==> src/rtl/load_store_unit_if.sv <==
// Memory-side bus of the load/store unit: request/ack handshake with
// word-aligned address, lane enables and lane-positioned data.
interface load_store_unit_if #(
    parameter int unsigned ADDR_W = 32
);
    logic              mem_req;
    logic              mem_we;
    logic [ADDR_W-1:0] mem_addr;
    logic [3:0]        mem_be;
    logic [31:0]       mem_wdata;
    logic [31:0]       mem_rdata;
    logic              mem_ack;

    modport master (
        output mem_req, mem_we, mem_addr, mem_be, mem_wdata,
        input  mem_rdata, mem_ack
    );

    modport slave (
        input  mem_req, mem_we, mem_addr, mem_be, mem_wdata,
        output mem_rdata, mem_ack
    );
endinterface

==> src/rtl/load_store_unit.sv <==
// Data-memory access stage: one load/store per start, byte-lane alignment and
// load extension. Define LSU_MISALIGN_TRAP_EN to trap misaligned accesses.
module load_store_unit #(
    parameter int unsigned ADDR_W         = 32,
    parameter int unsigned TIMEOUT_CYCLES = 255
) (
    input  logic               clk,
    input  logic               rst,
    input  logic               start,
    input  logic               mem_write,
    input  logic [3:0]         be,
    input  logic [2:0]         funct3,
    input  logic [ADDR_W-1:0]  addr,
    input  logic [31:0]        wdata,
    output logic               busy,
    output logic               done,
    output logic               err,
    output logic               misalign,
    output logic [31:0]        rdata,
    load_store_unit_if.master  mem
);

    typedef enum logic [1:0] {
        IDLE,
        REQ,
        DONE
    } state_t;

    localparam int unsigned CNT_W = (TIMEOUT_CYCLES < 2) ? 1 : $clog2(TIMEOUT_CYCLES);
    localparam bit          WD_EN = (TIMEOUT_CYCLES != 0);
    localparam logic [CNT_W-1:0] CNT_LAST =
        CNT_W'((TIMEOUT_CYCLES == 0) ? 0 : TIMEOUT_CYCLES - 1);

    state_t             state, next;
    logic               we_q;
    logic [2:0]         f3_q;
    logic [1:0]         off_q;
    logic [ADDR_W-1:0]  addr_q;
    logic [3:0]         be_q;
    logic [31:0]        wd_q;
    logic [CNT_W-1:0]   cnt;
    logic               err_q;
    logic [31:0]        rdata_q;

    logic               accept;
    logic               ack_ok;
    logic               tmo;
    logic               trap;
    logic               req;
    logic [3:0]         be_sh;
    logic [31:0]        rd_sh;
    logic [31:0]        rd_ext;

`ifdef LSU_MISALIGN_TRAP_EN
    logic mis_q;
    assign trap = ((be == 4'b0011) && (addr[1:0] == 2'd3)) ||
                  ((be == 4'b1111) && (addr[1:0] != 2'd0));
`else
    assign trap = 1'b0;
`endif

    always_ff @(posedge clk or posedge rst) begin
        if (rst) state <= IDLE;
        else     state <= next;
    end

    always_comb begin
        next   = state;
        accept = 1'b0;
        ack_ok = 1'b0;
        tmo    = 1'b0;
        busy   = 1'b0;
        done   = 1'b0;
        req    = 1'b0;
        case (state)
            IDLE: begin
                if (start) begin
                    busy   = 1'b1;
                    accept = 1'b1;
                    next   = trap ? DONE : REQ;
                end
            end
            REQ: begin
                busy = 1'b1;
                req  = 1'b1;
                if (mem.mem_ack) begin
                    ack_ok = 1'b1;
                    next   = DONE;
                end else if (WD_EN && (cnt == CNT_LAST)) begin
                    tmo  = 1'b1;
                    next = DONE;
                end
            end
            DONE: begin
                done = 1'b1;
                next = IDLE;
            end
            default: next = IDLE;
        endcase
    end

    // Enables shifted past lane 3 fall off the 4-bit result.
    assign be_sh = be << addr[1:0];

    assign rd_sh = mem.mem_rdata >> {off_q, 3'b000};

    always_comb begin
        case (f3_q)
            3'b000:  rd_ext = {{24{rd_sh[7]}}, rd_sh[7:0]};
            3'b100:  rd_ext = {24'd0, rd_sh[7:0]};
            3'b001:  rd_ext = {{16{rd_sh[15]}}, rd_sh[15:0]};
            3'b101:  rd_ext = {16'd0, rd_sh[15:0]};
            default: rd_ext = rd_sh;
        endcase
    end

    always_ff @(posedge clk or posedge rst) begin
        if (rst) begin
            we_q    <= 1'b0;
            f3_q    <= '0;
            off_q   <= '0;
            addr_q  <= '0;
            be_q    <= '0;
            wd_q    <= '0;
            cnt     <= '0;
            err_q   <= 1'b0;
            rdata_q <= '0;
        end else begin
            if (accept) begin
                we_q   <= mem_write;
                f3_q   <= funct3;
                off_q  <= addr[1:0];
                addr_q <= {addr[ADDR_W-1:2], 2'b00};
                be_q   <= be_sh;
                wd_q   <= wdata << {addr[1:0], 3'b000};
                cnt    <= '0;
                err_q  <= trap;
            end
            if (req) cnt <= cnt + CNT_W'(1);
            if (tmo) err_q <= 1'b1;
            if (ack_ok && !we_q) rdata_q <= rd_ext;
        end
    end

`ifdef LSU_MISALIGN_TRAP_EN
    always_ff @(posedge clk or posedge rst) begin
        if (rst)         mis_q <= 1'b0;
        else if (accept) mis_q <= trap;
    end
    assign misalign = mis_q;
`else
    assign misalign = 1'b0;
`endif

    assign err   = err_q;
    assign rdata = rdata_q;

    // Bus qualifiers are forced low outside REQ so an idle bus never shows stale lanes.
    assign mem.mem_req   = req;
    assign mem.mem_we    = req & we_q;
    assign mem.mem_be    = req ? be_q : '0;
    assign mem.mem_wdata = req ? wd_q : '0;
    assign mem.mem_addr  = addr_q;

endmodule

==> src/flat_wrapper.sv <==
// flat-port wrapper written by rule: the top's interface ports become plain ports
module load_store_unit_flat 
#(
    parameter int unsigned ADDR_W         = 32,
    parameter int unsigned TIMEOUT_CYCLES = 255
)
  (clk, rst, start, mem_write, be, funct3, addr, wdata, busy, done, err, misalign, rdata, mem_mem_req, mem_mem_we, mem_mem_addr, mem_mem_be, mem_mem_wdata, mem_mem_rdata, mem_mem_ack);
  load_store_unit_if #(.ADDR_W(ADDR_W)) mem_i ();
  input  logic clk;
  input  logic rst;
  input  logic start;
  input  logic mem_write;
  input  logic [3:0] be;
  input  logic [2:0] funct3;
  input  logic [ADDR_W-1:0] addr;
  input  logic [31:0] wdata;
  output logic busy;
  output logic done;
  output logic err;
  output logic misalign;
  output logic [31:0] rdata;
  output wire logic [$bits(mem_i.mem_req)-1:0] mem_mem_req;
  output wire logic [$bits(mem_i.mem_we)-1:0] mem_mem_we;
  output wire logic [$bits(mem_i.mem_addr)-1:0] mem_mem_addr;
  output wire logic [$bits(mem_i.mem_be)-1:0] mem_mem_be;
  output wire logic [$bits(mem_i.mem_wdata)-1:0] mem_mem_wdata;
  input wire logic [$bits(mem_i.mem_rdata)-1:0] mem_mem_rdata;
  input wire logic [$bits(mem_i.mem_ack)-1:0] mem_mem_ack;
  assign mem_mem_req = mem_i.mem_req;
  assign mem_mem_we = mem_i.mem_we;
  assign mem_mem_addr = mem_i.mem_addr;
  assign mem_mem_be = mem_i.mem_be;
  assign mem_mem_wdata = mem_i.mem_wdata;
  assign mem_i.mem_rdata = mem_mem_rdata;
  assign mem_i.mem_ack = mem_mem_ack;
  load_store_unit #(.ADDR_W(ADDR_W), .TIMEOUT_CYCLES(TIMEOUT_CYCLES)) u_core (.clk(clk), .rst(rst), .start(start), .mem_write(mem_write), .be(be), .funct3(funct3), .addr(addr), .wdata(wdata), .busy(busy), .done(done), .err(err), .misalign(misalign), .rdata(rdata), .mem(mem_i));
endmodule
==> config.mk <==
export PLATFORM = sky130hd
export DESIGN_NAME = load_store_unit_flat
export DESIGN_NICKNAME = d
export VERILOG_FILES = /design/src/rtl/load_store_unit_if.sv /design/src/rtl/load_store_unit.sv /design/src/flat_wrapper.sv
export SDC_FILE = /design/constraint.sdc
export NUM_CORES = 1
export LEC_CHECK = 0
export CAP_MARGIN = 20
export CORE_AREA = 8 8 123 125
export CTS_CLUSTER_SIZE = 12
export DETAILED_ROUTE_END_ITERATION = 8
export DIE_AREA = 0 0 131 133
export PLACE_DENSITY = 0.79
export SLEW_MARGIN = 20
export SYNTH_ARGS = -nofsm -noshare
export SYNTH_HDL_FRONTEND = slang
export SYNTH_SLANG_ARGS = --single-unit
==> constraint.sdc <==
create_clock -name clk -period 5.5 [get_ports clk]
set_input_delay 1.1 -clock clk [delete_from_list [all_inputs] [get_ports clk]]
set_output_delay 1.1 -clock clk [all_outputs]
set_load 0.01 [all_outputs]
======== Yosys cells after proc, flatten, opt, wreduce, memory -nomap -nowiden ========
Cells that the tools add are included.
operators by class
  $add $sub $neg .......................... 1
  $mul .................................... 0
  divide/modulo/power cells ............... 0
  order comparisons ....................... 0
  equal/unequal tests ..................... 8
  shift-type cells ........................ 3
  mux-type cells .......................... 21
  bitwise operators ....................... 1
  reduce and logical (&&, ||, !) cells .... 7
operators with widths
  cell                                                                    number
  32-bit case mux with 4 select lines                                     1
  32-bit two-way mux                                                      1
  32-bit by 5-bit left shift with 32-bit output                           1
  32-bit by 5-bit right shift with 32-bit output                          1
  8-bit two-way mux                                                       2
  1-bit two-way mux                                                       11
  8-bit by 1-bit adder with 8-bit output (second input constant)          1
  8-bit equality test (second input constant)                             1
  3-bit equality test (second input constant)                             2
  2-bit two-way mux                                                       3
  4-bit two-way mux                                                       1
  2-bit case mux with 2 select lines                                      1
  2-bit nonzero test                                                      2
  4-bit by 2-bit left shift with 4-bit output                             1
  3-bit by 1-bit equality test with 1-bit output (second input constant)  1
  3-bit logical NOT                                                       1
  3-bit by 2-bit != test with 1-bit output (second input constant)        1
  2-bit by 1-bit equality test with 1-bit output (second input constant)  1
  2-bit equality test (second input constant)                             1
  2-bit logical NOT                                                       1
  2-bit != test (second input constant)                                   1
  1-bit case mux with 2 select lines                                      1
  2-bit AND reduction                                                     1
  1-bit AND                                                               1
  other kinds (2)                                                         2
storage, ports and cells
  register bits after elaboration ......... 115
  latch bits .............................. 0
  memory bits (writable) .................. 0
  bits in read-only memories .............. 0
  input port bits ......................... 108
  output and inout bits ................... 106
  word-level logic and storage cells ...... 51
  memories ................................ 0

======== Depth between registers and ports, before layout ========
  depth after elaboration ................. 5
  gate-level depth with buffers ........... 7
  depth with buffers taken out ............ 6

======== Least setup slack after synthesis ========
No wires, ideal clock.
  kind .................................... input to output
  start ................................... input port start
  end ..................................... output port busy
  data arrival time ....................... 1464 ps
  setup slack ............................. 2936 ps
  cell stages on the path ................. 2
  path buffers ............................ 0
  cell sequence ........................... o21bai_1 inv_1
on the way
  word-level cells in the longest chain between the ends .. 2
ends and longest elaborated chain
  what                                RTL line               text
  start, declared                     flat_wrapper.sv:11     input logic start;
  1-bit two-way mux                   load_store_unit.sv:77  if (start) begin
  1-bit case mux with 2 select lines  load_store_unit.sv:75  case (state)
  end, declared                       flat_wrapper.sv:17     output logic busy;
No other way between the ends.

======== Worst setup path in the final report ========
  start ................................... register u_core.state[1]
  end ..................................... output port mem_mem_wdata[19]
on the way
  word-level cells in the longest chain between the ends .. 3
ends and longest elaborated chain
  what                                            RTL line                text
  start, declared                                 load_store_unit.sv:34   state_t state, next;
  start signal, assigned                          load_store_unit.sv:64   else state <= next;
  2-bit by 1-bit equality test with 1-bit output  load_store_unit.sv:75
  1-bit two-way mux                               load_store_unit.sv:75
  32-bit two-way mux                              load_store_unit.sv:162  assign mem.mem_wdata = req ? wd_q : '0;
  end, declared                                   flat_wrapper.sv:26      output wire logic [$bits(mem_i.mem_wdata)-1:0] mem_mem_wdata;
No other way between the ends.

==> impl_metrics.json <==
{
  "synth_edf_count": 0,
  "synth_seq_cells": 115,
  "fillers": 1001,
  "cp_data_arrival_time_ns": 2.55,
  "worst-path-buf-inv": 2,
  "worst_pin_slew_ns": 0.784,
  "drc_errors": 0,
  "first_pass_iters": 4,
  "clockPowerShare": 0.274,
  "drv_cap": 0,
  "wl_per_cell_um": 18.4,
  "seq_area_um2": 2880,
  "p_sw_frac": 0.316,
  "crit_type": "register to output pin",
  "synth_top_area_frac": 0.500,
  "cts_root_buf": "clkbuf_16",
  "cellPowerDensity_nw_per_um2": 496,
  "ys.flop_type": "dfrtp_1",
  "slew_headroom": 0.477,
  "yosysUniqueCellTypes": 43,
  "die_area_um2": 17400,
  "report.final.slew_viol_count": 0,
  "critPathLaunchType": "register",
  "place.port_buffers": 210,
  "yosysWarningCount": 0,
  "drt_iter0_markers": 342,
  "drive_gt1_frac": 0.142,
  "yosys.area.top_type": "dfrtp_1",
  "status": "complete, no violations",
  "h-tree-depth": 4,
  "multi_input_area_um2": 2660,
  "synth.avg_cell_area_um2": 10.6,
  "die_w_um": 131,
  "ir_worst_vdd_v": 0.000227,
  "hpwl_mm": 12.4,
  "tns_ns": 0,
  "rows": 42,
  "yosysSeqAreaShare": 0.500,
  "fin_crit_ns": 3.65,
  "final_util": 0.654,
  "routed_wirelength_mm": 17.1,
  "rsz0062_at_grt": "no",
  "path_max_fanout": 44,
  "internal_power_uw": 2900,
  "fmax_mhz": 274,
  "final-setup-viol-count": 0,
  "grt_pass1_wl_mm": 26.6,
  "final_antenna_net_count": 0,
  "cts_tree": "yes",
  "grt_pass1_vias": 5145,
  "finalWeightedCongestion": 0.842,
  "p_switching_uw": 1340,
  "gr-total-overflow": 0,
  "avgViaCountPerCell": 5.27,
  "cts.sinks": 115,
  "initial_utilization": 0.440,
  "required_ns": 4.40,
  "finalHoldViolCount": 0,
  "clk_pin_slew_ns": 0.05,
  "antenna_cells": 0,
  "clk_path_buf_depth": 2,
  "core-area_um2": 13100,
  "async_flop_share": 1.00,
  "cp_slowest_cell": "inv_2",
  "end_kind": "output pin",
  "path_cells": "nand2b_1, inv_2, and2_1, clkdlybuf4s50_1",
  "p_seq_frac": 0.335,
  "io_pins": 214,
  "cts_hold_buf": 0,
  "hold_path_class": "register to register",
  "antenna_found_initial": 0,
  "slowest_delay_ns": 0.60,
  "cts_setup_buffers": 0,
  "numCtsBuffers": 17,
  "synthCells": 543,
  "cellLeakagePower_uw": 0.00358,
  "insertion_delay_ns": 0.40,
  "ys_top_cells_by_area": "dfrtp_1, mux2_2, mux2i_1",
  "grt_max_degree": 80,
  "cp_top_family": "buffers and inverters",
  "timing.final.crit_share": 0.663,
  "finalClockSkew_ns": 0.00492,
  "p_comb_frac": 0.391,
  "die_h_um": 133,
  "nets": 850,
  "syn_to_final_growth_pct": 48.8,
  "mappedNetlistArea_um2": 5750,
  "grt_usage": 0.195,
  "cts.repair.resized": 0,
  "vias": 4894
}
==> power by group through the flow <==
| stage | logic, uW | clock network, uW | registers [uW] |
|---|---|---|---|
| after global placement | 1630 | 0 | 1410 |
| final | 1660 | 1160 | 1420 |
| after CTS | 1690 | 1180 | 1420 |
| after detailed placement | 1670 | 0 | 1430 |
| after global routing | 1780 | 1220 | 1470 |
| after floorplan | 805 | 0 | 1450 |
==> final timing paths <==
path	endpoint	slack, ns	startpoint	cells after the start
worst min-delay path	u_core.wd_q[6]	0.48	u_core.wd_q[6]	2
worst min register to register	u_core.wd_q[6]	0.48	u_core.wd_q[6]	2
max in group asynchronous	u_core.rdata[13]	3.32	rst	3
worst max-delay path	mem_mem_wdata[19]	1.85	u_core.state[1]	4
min in group asynchronous	u_core.rdata[25]	1.20	rst	2
worst max register to register	u_core.rdata[21]	3.09	u_core.state[1]	5
==> stage by stage <==
stage / setup WS [ns] / total power (uW) / std cells / area (um2) / hold WS, ns
2_1_floorplan: 1.36 / 2260 / 545 / 5760 / 0.440
3_3_place_gp: 1.90 / 3050 / 897 / 7930 / 0.455
3_5_place_dp: 1.91 / 3100 / 897 / 7930 / 0.465
4_1_cts: 1.83 / 4290 / 929 / 8550 / 0.479
5_1_grt: 1.73 / 4470 / 929 / 8560 / 0.509
6_report: 1.85 / 4250 / 929 / 8560 / 0.477
==> cells in the final DEF, fill, tap and decap left out, types with 4 or more instances in the layout <==
master           count
buf_4                6
mux2i_1             35
nand4_1              4
nor2b_1             19
clkinv_2             5
and2_1              38
nand3_1              4
bufinv_16            4
a22o_1               8
nor2_1              34
o31ai_1             11
clkbuf_16           17
clkdlybuf4s50_1    210
nand2_1             45
dfrtp_1            114
o21ai_0             35
a21oi_1             47
mux2_2              51
a211oi_1            17
o22a_2               8
==> tightest hold or removal path, stage by stage, from the launching register on <==
cell and delay (ns):
dfrtp_1 0.33, nand2_1 0.05, o21ai_0 0.06
==> flip-flops by register name (all words and copies together), names as in the netlist <==
name and flops:
u_core.state 2, u_core.be_q 4, u_core.off_q 2, u_core.f3_q 3, u_core.cnt 8, u_core.rdata 32, u_core.we_q 1, u_core.mem.mem_addr 30
u_core.wd_q 32, u_core.err 1
==> Yosys cell counts (2+ instances only) <==
library cell / number
dfrtp_1: 115
mux2_2: 51
a21oi_1: 47
nand2_1: 46
and2_1: 38
mux2i_1: 35
o21ai_0: 35
nor2_1: 34
nor2b_1: 19
a211oi_1: 17
buf_2: 16
clkbuf_1: 11
o31ai_1: 11
a22o_1: 8
o22a_2: 8
buf_1: 5
buf_4: 5
inv_1: 4
nand3_1: 4
nand4_1: 4
buf_6: 3
nand2b_1: 3
a31oi_1: 2
ha_1: 2
o211ai_1: 2
==> cell type report <==
type / instances / share of cell area
Sequential cell: 115 / 0.336
Multi-Input combinational cell: 385 / 0.311
Timing Repair Buffer: 216 / 0.251
Clock buffer: 22 / 0.0554
Tap cell: 176 / 0.0257
Clock inverter: 10 / 0.0180
Inverter: 5 / 0.00278
==> per-layer routing <==
layer / GRT usage / wire length, um / vias to the layer above
met5: 0 / 0 / -
met4: 0.0645 / 163 / 0
met3: 0.0611 / 1440 / 12
met2: 0.320 / 8250 / 197
met1: 0.236 / 7240 / 2371
li1: - / - / 2314
==> cell families after synthesis <==
family | count (synthesis) | synth area share
other | 1 | 0.000652
flip-flops | 115 | 0.500
AO/OA/AOI/OAI | 137 | 0.149
multiplexers | 88 | 0.167
adder cells (fa/ha/maj) | 2 | 0.00435
AND/OR/NAND/NOR | 155 | 0.138
buffers and inverters | 45 | 0.0400
No activity file was read; power rests on OpenSTA's default activity.
